<file path="config.mk">
export PLATFORM = sky130hd
export DESIGN_NAME = key_event_gen
export DESIGN_NICKNAME = d
export VERILOG_FILES = /design/src/rtl/key_event_gen.sv
export SDC_FILE = /design/constraint.sdc
export NUM_CORES = 1
export LEC_CHECK = 0
export CORE_MARGIN = 3
export CORE_UTILIZATION = 40
export DETAILED_ROUTE_END_ITERATION = 6
export GPL_TIMING_DRIVEN = 1
export SYNTH_ARGS = -nofsm -noshare
export SYNTH_HDL_FRONTEND = slang
export SYNTH_SLANG_ARGS = --single-unit
</file>
<file path="constraint.sdc">
create_clock -name clk_i -period 6.55 [get_ports clk_i]
set_input_delay 1.31 -clock clk_i [delete_from_list [all_inputs] [get_ports clk_i]]
set_output_delay 1.31 -clock clk_i [all_outputs]
set_load 0.01 [all_outputs]
</file>
<file path="src/rtl/key_event_gen.sv">
// key_event_gen: synchronize, debounce and edge/auto-repeat detect raw push-button levels
//   clk_i      system clock
//   reset_n_i  asynchronous active-low reset, released through a 2-flop bridge
//   keys_i     raw asynchronous button levels
//   keys_o     debounced levels
//   press_o    one-cycle pulse on debounced rise
//   release_o  one-cycle pulse on debounced fall
//   event_o    press_o or auto-repeat pulse
//   tick_o     one-cycle sample tick
module key_event_gen #(
  parameter int                 width_p         = 5,
  parameter int                 tick_div_p      = 781250,
  parameter int                 db_samples_p    = 3,
  parameter int                 repeat_delay_p  = 16,
  parameter int                 repeat_period_p = 4,
  parameter logic [width_p-1:0] repeat_mask_p   = 5'b01100
) (
  input  logic               clk_i,
  input  logic               reset_n_i,
  input  logic [width_p-1:0] keys_i,
  output logic [width_p-1:0] keys_o,
  output logic [width_p-1:0] press_o,
  output logic [width_p-1:0] release_o,
  output logic [width_p-1:0] event_o,
  output logic               tick_o
);
  localparam int TW = (tick_div_p > 1) ? $clog2(tick_div_p) : 1;
  localparam int DW = (db_samples_p > 1) ? $clog2(db_samples_p) : 1;
  localparam int RM = (repeat_delay_p > repeat_period_p) ? repeat_delay_p : repeat_period_p;
  localparam int RW = (RM > 1) ? $clog2(RM) : 1;

  typedef enum logic [1:0] {IDLE, DELAY, REPEAT} state_t;

  logic [1:0]         r_rst;
  logic               w_rst_n;
  logic [TW-1:0]      r_cnt;
  logic               w_tick;
  logic [width_p-1:0] r_s1, r_s2;

  // assertion is immediate, release waits two clean edges
  always_ff @(posedge clk_i or negedge reset_n_i)
    if (!reset_n_i) r_rst <= 2'b00;
    else r_rst <= {r_rst[0], 1'b1};

  assign w_rst_n = r_rst[1];
  assign w_tick  = (r_cnt == TW'(tick_div_p - 1));
  assign tick_o  = w_tick & w_rst_n;

  always_ff @(posedge clk_i or negedge w_rst_n)
    if (!w_rst_n) begin
      r_cnt <= '0;
      r_s1  <= '0;
      r_s2  <= '0;
    end else begin
      r_cnt <= w_tick ? '0 : r_cnt + TW'(1);
      r_s1  <= keys_i;
      r_s2  <= r_s1;
    end

  for (genvar k = 0; k < width_p; k++) begin : g_key
    logic          r_st, r_pr, r_rl, r_rp;
    logic [DW-1:0] r_dc;
    logic [RW-1:0] r_rc;
    state_t        r_fsm;
    logic          w_flip;
    logic [RW-1:0] w_lim;

    assign w_flip = w_tick && (r_s2[k] != r_st) && (r_dc == DW'(db_samples_p - 1));
    assign w_lim  = (r_fsm == DELAY) ? RW'(repeat_delay_p - 1) : RW'(repeat_period_p - 1);

    // a flip always wins over a due repeat, so a fall never carries a repeat pulse
    always_ff @(posedge clk_i or negedge w_rst_n)
      if (!w_rst_n) begin
        r_st  <= 1'b0;
        r_pr  <= 1'b0;
        r_rl  <= 1'b0;
        r_rp  <= 1'b0;
        r_dc  <= '0;
        r_rc  <= '0;
        r_fsm <= IDLE;
      end else begin
        r_pr <= w_flip & ~r_st;
        r_rl <= w_flip & r_st;
        r_rp <= 1'b0;
        if (w_tick) begin
          r_dc <= (r_s2[k] == r_st || w_flip) ? '0 : r_dc + DW'(1);
          if (w_flip) begin
            r_st  <= ~r_st;
            r_fsm <= (~r_st & repeat_mask_p[k]) ? DELAY : IDLE;
            r_rc  <= '0;
          end else if (r_fsm != IDLE) begin
            if (r_rc == w_lim) begin
              r_rp  <= 1'b1;
              r_fsm <= REPEAT;
              r_rc  <= '0;
            end else r_rc <= r_rc + RW'(1);
          end
        end
      end

    assign keys_o[k]    = r_st;
    assign press_o[k]   = r_pr;
    assign release_o[k] = r_rl;
    assign event_o[k]   = r_pr | r_rp;
  end
endmodule

</file>
## After elaboration in Yosys (flattened, before gate mapping)

Index checks and enable logic that the tools add are counted.

- Bits in registers: 92
- Input bits: 7

- Add/subtract/negate cells: 11
- Equality and inequality tests: 26
- Multiplexer cells: 63
- Bitwise operators: 21
- Reduce and logical (&&, ||, !) cells: 45

Operators with widths:

| operator | number |
|---|---|
| two-way mux 4 bit | 20 |
| two-way mux 2 bit | 20 |
| nonzero test 2 bit | 15 |
| two-way mux 1 bit | 22 |
| adder 20 x 1 -> 20 bit (second input constant) | 1 |
| adder 4 x 1 -> 4 bit (second input constant) | 5 |
| == test 20 bit (second input constant) | 1 |
| == test 4 bit | 5 |
| two-way mux 20 bit | 1 |
| AND reduction 2 bit | 10 |
| AND reduction 3 bit | 5 |
| AND 1 bit | 11 |
| adder 2 x 1 -> 2 bit (second input constant) | 5 |
| == test 2 x 1 -> 1 bit (second input constant) | 5 |
| == test 2 bit (second input constant) | 5 |
| logical AND 1 bit | 10 |
| == test 1 bit | 5 |
| logical OR 1 bit | 5 |
| != test 1 bit | 5 |
| inverter 1 bit | 5 |
| OR 1 bit | 5 |

## Logic depth before layout (Yosys ltp)

Gate-level depths: netlist (run 1).

- Depth in word-level cells: 7
- Gate-level depth with buffers: 8

## Worst setup path after synthesis (run 1)

OpenSTA, ideal clock, no wires.

- Path kind: register to output
- Start point: register r_rst[1]
- End point: output tick_o
- Arrival time: 2,560 ps
- Data required time: 5,240 ps
- Path slack: 2,680 ps
- Stages on the path, launching flop included: 2
- Buffers on the path: 0
- Path through: dfrtp_1 and2_1

- Longest elaborated chain between the ends: 1

Ends and longest elaborated chain:

| element | line | RTL |
|---|---|---|
| from (decl) | 34 | `logic [1:0] r_rst;` |
| from (signal assigned) | 43 | `else r_rst <= {r_rst[0], 1'b1};` |
| AND 1 bit | 47 | `assign tick_o = w_tick & w_rst_n;` |
| to (decl) | 25 | `output logic tick_o` |

No other way between the ends.

## Final worst setup path (run 1)

- Start point: register r_cnt[2]
- End point: output tick_o

- Longest elaborated chain between the ends: 2

Ends and longest elaborated chain:

| element | line | RTL |
|---|---|---|
| from (decl) | 36 | `logic [TW-1:0] r_cnt;` |
| from (signal assigned) | 55 | `r_cnt <= w_tick ? '0 : r_cnt + TW'(1);` |
| == test 20 bit | 46 | `assign w_tick = (r_cnt == TW'(tick_div_p - 1));` |
| AND 1 bit | 47 |  |

No other way between the ends.

==> summary.md, run 1 <==
| Metric | Value |
|---|---|
| Status | `finished, final reports clean` |
| Post-synthesis cell area | `0.00407 sq mm` |
| CP Max Fanout | `7` |
| CTS tree | `done` |
| Clock latency on the worst-skew pair | `0.35 ns` |
| Most frequent cell after synthesis | `dfrtp_1` |
| Compound-Gate Fraction of Synth Area | `9.89%` |
| DR iter-0 viols | `133` |
| Hold-fix buffers, CTS | `0` |
| Die W | `107 microns` |
| Total grt overflow | `0` |
| Pin count of the biggest net entering global routing | `62` |
| Htree depth | `3` |
| Ys flop type | `dfrtp_1` |
| Max Clk Rate | `0.271 GHz` |
| Post_cts resized | `0` |
| Initial antenna violation count | `0` |
| Post-layout nets | `425` |
| Synth cell types | `41` |
| Die height | `107 microns` |
| Net count after synthesis | `407` |
| Setup crit start | `r_cnt[2]` |
| Worst Setup EP | `tick_o` |
| Synth area leader | `dfrtp_1` |
| Max-cap violations | `0` |
| Die ar. | `0.0114 sq mm` |
| Final hold vios | `0` |
| Maximum vdd drop | `83.1 uV` |
| Total inserted antenna cells | `0` |
| Post-Synth Adder-Cell Area | `3.69%` |
| Root Buffer | `clkbuf_8` |
| Largest family of logic cells by synthesized area | `simple AND/OR/NAND/NOR gates` |
| RSZ-0062 raised after global routing | `no` |
| Critical register-to-register path startpoint | `r_cnt[2]` |
| Rel. slew slack | `42.2%` |
| Syn Inst Count | `388` |
| CTS buffer count | `9` |
| Simple-gate area share of the yosys netlist | `19.9%` |
| Synth top cells by count | `89 x dfrtp_1, 39 x o21ai_0, 31 x nor2_1` |
| Share of Yosys cell area claimed by the top area cell type | `54.7%` |
| Layout Area Growth over Synthesis | `12.5%` |
| Final period util | `56.3%` |
| Antenna viol nets, final | `0` |
| Worst endpoint required time | `5.24 ns` |
| Pleak | `2.03 nW` |
| Startpoint Class | `flip-flop` |
| # DRC | `0` |
| Clk buf depth | `2` |
| GPL Wtd Cong | `0.825` |
| Xor/xnor cell area share of the yosys netlist | `5.38%` |
| Average wire per standard cell | `13.0 microns` |
| Slew Viols, Final | `0` |
| Via density | `5.11` |
| 1st-pass router iterations | `5` |
| Clock sink total | `89` |
| Filler cell count | `935` |
| Row Count | `36` |
| Vias in the first global route | `2,714` |
| Crit. End Element | `primary output` |
| Post-synth EDFFs | `0` |
| Largest cells by area after synthesis | `dfrtp_1 55%, o21ai_0 4.8%, ha_1 3.7%` |
| Setup tns final | `0 ns` |
| Yosys warnings | `0` |
| Critical path class | `reg2out` |
| Clock skew | `0.00909 ns` |
| Core ar. | `0.00982 sq mm` |
| Routed WL | `7070 microns` |
| Post-CTS setup buffers | `0` |
| Final setup fails | `0` |
| Total GRT Usage | `13.6%` |
| Routed vias | `2,781` |
| PortBufs | `27` |
| #FFs+latches synth | `89` |
| Worst slew pin tran | `0.860 ns` |
| Post-layout util | `46.7%` |
| Number of I/O pins | `28` |
| P per Cell Area | `204 mW/mm^2` |
| Arrival time of the worst setup path | `2.38 ns` |
| Share of layout cells above drive strength 1 | `7.54%` |
| Reg-to-Reg End | `g_key[4].r_dc[0]` |
| FF-to-FF path depth | `5` |
| Post-detail-place hpwl | `4800 microns` |
| Seq/Total Area, Yosys | `54.7%` |
| Flop-to-flop setup slack | `4.06 ns` |
| Tmin final | `3.69 ns` |
| First-pass GRT wire length | `12,500 microns` |
| Mux cell area share after synthesis | `1.57%` |
| Post-Syn Area per Cell | `10.5 sq um` |
| Worst hold path class | `reg2async` |
| FFs w/ async S/R, synth | `100%` |
| Starting density of the core | `41.5%` |
| Worst-path clk slew | `0.08 ns` |
==> per-layer routing <==
| layer | global-route usage (%) | part of all wire, % | vias up |
|---|---|---|---|
| met5 | 0 | 0 | - |
| met4 | 5.21 | 1.1 | 0 |
| met3 | 3.31 | 3.3 | 8 |
| met2 | 20.9 | 45 | 38 |
| li1 | - | - | 1378 |
| met1 | 18.7 | 50 | 1357 |
==> cells by family after synthesis <==
kind of cell / count (synthesis)
AND/OR/NAND/NOR: 150
adder cells (fa/ha/maj): 12
buffers and inverters: 35
AO/OA/AOI/OAI: 70
multiplexers: 6
flip-flops: 89
other: 1
XOR/XNOR: 25
==> state kept, by name, summed over array words and instances (netlist names), 7 cells and up <==
register     count
g_key.r_rc      20
g_key.r_dc      10
g_key.r_fsm      7
r_cnt           20
==> where the power goes <==
group	leakage [nW]	total [W]	internal [W]	switching (W)
Combinational	0.725	0.0000140	0.00000506	0.00000893
Clock	0.0974	0.000363	0.000186	0.000177
Sequential	1.21	0.000558	0.000553	0.00000539
Total	2.03	0.000935	0.000744	0.000191
==> layout make-up <==
cell class | instances | area (sq um) | share of cell area (%)
sequential | 89 | 2230 | 48.7
multi-input combinational | 264 | 1660 | 36.2
timing repair buffer | 30 | 293 | 6.39
tap | 133 | 166 | 3.63
clock buffer | 13 | 149 | 3.25
inverter | 12 | 45.0 | 0.983
clock inverter | 3 | 40.0 | 0.874
==> layout by cell type, fill, tap and decap left out, types with 2 or more instances in the layout <==
master           synthesis  layout
clkbuf_8                 0      10
xor2_1                  10      10
clkdlybuf4s50_1          0      27
nor2b_1                  3       3
o21ai_1                  3       3
nor2_1                  31      31
ha_1                    12      12
clkbuf_1                 7       3
nor4_1                   8       8
inv_1                   12      12
nand2b_1                 4       4
clkinv_2                 0       2
o21a_1                   2       2
nand2_1                 30      30
o21ai_0                 39      39
and2_1                   7       7
and4_1                   3       3
or2_2                    8       8
xnor2_1                 15      15
mux2i_1                  3       3
a21oi_1                  8       8
o31ai_1                  7       7
dfrtp_1                 89      88
nand3b_1                 4       4
nand3_1                 21      21
a21boi_0                 3       3
a21o_1                   5       5
or4_1                    5       5
and3_1                   4       4
buf_4                   15       3
nand4_1                  6       6
nor3b_1                  9       9
mux2_2                   3       3
==> critical path, stage by stage, from the launching register on <==
cell and delay, ns:
dfrtp_1 0.45, nor4_1 0.33, nand3b_1 0.22, nor4_2 0.32
and2_1 0.17, clkdlybuf4s50_1 0.53
==> worst min path at each step <==
stage                             to  slack, ns  depth (start not counted)
floorplan                   r_rst[1]       0.33                          0
global placement    g_key[1].r_rc[0]       0.25                          0
detailed placement  g_key[1].r_rc[0]       0.26                          0
CTS                 g_key[1].r_rc[0]       0.27                          0
global route        g_key[1].r_rc[0]       0.29                          0
finish              g_key[1].r_rc[0]       0.24                          0
==> metrics by stage <==
stage | setup slack (ns) | total power (W) | cell area (sq um) | std cells | hold slack [ns]
3_3_place_gp | 3.27 | 0.000584 | 4390 | 528 | 0.254
2_1_floorplan | 2.68 | 0.000576 | 4070 | 388 | 0.331
4_1_cts | 2.82 | 0.000952 | 4580 | 544 | 0.265
5_1_grt | 2.73 | 0.000982 | 4580 | 544 | 0.287
6_report | 2.86 | 0.000935 | 4580 | 544 | 0.243
3_5_place_dp | 3.22 | 0.000584 | 4390 | 528 | 0.256
Note: power is estimated with default switching activity, not from simulation.
==> run 2: changes to the inputs <==
Clock period 6.55 ns to 3.5 ns, I/O delays scaled along.
==> summary.md, run 2 (same netlist as run 1, synthesis figures left out) <==
| Metric | Value |
|---|---|
| Status | `finished, final reports clean` |
| Worst-path clk slew | `0.09 ns` |
| 1st-pass router iterations | `4` |
| Row Count | `36` |
| Worst hold path class | `reg2async` |
| Cell Chain, Critical Path | `nor4_1, nand3b_1, nor4_2, and2_1, clkdlybuf4s50_1` |
| Critical path buffers and inverters | `1` |
| Total inserted antenna cells | `0` |
| P per Cell Area | `389 mW/mm^2` |
| Switching Share | `21.9%` |
| Pin count of the biggest net entering global routing | `80` |
| Clk buf depth | `2` |
| Number of I/O pins | `28` |
| Top flop regs | `g_key.r_rc: 20 flops, r_cnt: 20 flops, g_key.r_dc: 10 flops` |
| Most frequent cells in the layout | `88 x dfrtp_1, 39 x o21ai_0, 31 x nor2_1` |
| GPL Wtd Cong | `0.813` |
| Setup crit start | `r_cnt[2]` |
| Post-detail-place hpwl | `4750 microns` |
| Crit. End Element | `primary output` |
| Setup Slack @ Placement | `0.829 ns` |
| Clock share of power | `40.1%` |
| Setup tns final | `0 ns` |
| Maximum vdd drop | `152 uV` |
| Delay-heaviest family, CP | `simple AND/OR/NAND/NOR gates` |
| Final setup margin | `0.477 ns` |
| Rel. slew slack | `34.6%` |
| Via density | `5.10` |
| Flop-to-flop setup slack | `1.03 ns` |
| Starting density of the core | `41.5%` |
| Routed vias | `2,775` |
| Final setup fails | `0` |
| Slew Viols, Final | `0` |
| Post-layout nets | `425` |
| Cell Int Power | `0.00140 W` |
| Tmin final | `3.02 ns` |
| DR iter-0 viols | `99` |
| Initial antenna violation count | `0` |
| RSZ-0062 raised after global routing | `no` |
| Worst slew pin tran | `0.981 ns` |
| Max Clk Rate | `0.331 GHz` |
| Clock skew | `0.0114 ns` |
| Reg-to-Reg End | `g_key[4].r_dc[0]` |
| FF-to-FF path depth | `5` |
| PortBufs | `27` |
| Hold-fix buffers, CTS | `0` |
| Clock sink total | `89` |
| Die ar. | `0.0114 sq mm` |
| Die height | `107 microns` |
| Core ar. | `0.00982 sq mm` |
| Post_cts resized | `0` |
| Layout Area Growth over Synthesis | `12.9%` |
| Root Buffer | `clkbuf_8` |
| Max-cap violations | `0` |
| CTS tree | `done` |
| Post-CTS setup buffers | `0` |
| Antenna viol nets, final | `0` |
| Final period util | `86.4%` |
| Critical path class | `reg2out` |
| Crit-path max cell delay | `0.53 ns` |
| Seq pwr share | `58.2%` |
| Critical register-to-register path startpoint | `r_cnt[2]` |
| Total grt overflow | `0` |
| Startpoint Class | `flip-flop` |
| Total GRT Usage | `13.8%` |
| Commonest non-fill, non-tap cell in the layout | `dfrtp_1` |
| Htree depth | `3` |
| Average wire per standard cell | `13.0 microns` |
| Comb pwr share | `1.7%` |
| Critical-path top delay cell | `clkdlybuf4s50_1` |
| # DRC | `0` |
| First-pass GRT wire length | `12,700 microns` |
| Final hold vios | `0` |
| Die W | `107 microns` |
| CTS buffer count | `9` |
| Clock latency on the worst-skew pair | `0.36 ns` |
| Share of layout cells above drive strength 1 | `8.27%` |
| Switch Pwr | `0.000393 W` |
| Pleak | `2.03 nW` |
| Worst endpoint required time | `2.80 ns` |
| CP Max Fanout | `7` |
| Vias in the first global route | `2,695` |
| Routed WL | `7090 microns` |
| Arrival time of the worst setup path | `2.32 ns` |
[run 2: cell types whose count changed in the layout (fill, tap and decap cells not counted)]
cell / change
clkinvlp_4: +1
inv_6: +2
clkbuf_1: -3
[run 2: layout make-up]
| class | instances | area (sq um) |
|---|---|---|
| Fill cell | 935 | 5220 |
| Tap cell | 133 | 166 |
| Clock inverter | 6 | 65.1 |
| Clock buffer | 10 | 138 |
| Sequential cell | 89 | 2230 |
| Multi-Input combinational cell | 264 | 1660 |
| Timing Repair Buffer | 30 | 293 |
| Inverter | 12 | 45.0 |
[run 2: how the worst max path moves through the flow]
stage,endpoint,slack [ns],cells after the start
2_1_floorplan,tick_o,0.24,1
3_3_place_gp,tick_o,0.87,5
3_5_place_dp,tick_o,0.83,5
4_1_cts,tick_o,0.42,5
5_1_grt,tick_o,0.29,5
6_report,tick_o,0.48,5
[run 2: per-stage QoR]
stage          instance area [sq um]  instances  hold slack (ns)  util (%)  total power [W]
2_1_floorplan                   4070        388            0.331         -          0.00108
3_3_place_gp                    4390        528            0.158      44.8          0.00109
3_5_place_dp                    4390        528            0.158      44.8          0.00109
4_1_cts                         4600        544            0.167      46.8          0.00182
5_1_grt                         4600        544            0.172      46.8          0.00187
6_report                        4600        544            0.154      46.8          0.00179
[run 2: power groups by stage]
stage / sequential (W) / combinational (W) / clock (W)
6_report: 0.00104 / 0.0000302 / 0.000717
5_1_grt: 0.00104 / 0.0000356 / 0.000789
4_1_cts: 0.00104 / 0.0000324 / 0.000747
3_5_place_dp: 0.00106 / 0.0000322 / 0
3_3_place_gp: 0.00106 / 0.0000319 / 0
2_1_floorplan: 0.00107 / 0.00000483 / 0
[run 2: layer usage]
metal / vias up / part of all wire (%) / GRT usage, % / wire length (microns)
li1: 1382 / - / - / -
met1: 1343 / 51 / 18.9 / 3600
met2: 40 / 45 / 21.4 / 3170
met3: 10 / 2.9 / 2.59 / 206
met4: 0 / 1.6 / 6.12 / 116
met5: - / 0 / 0 / 0
==> run 3: changes to the inputs <==
Settings changed: CTS_CLUSTER_DIAMETER set to 80.
==> results of run 3 <==
Same layout as run 2: the final DEF is identical, and so are final timing and power.
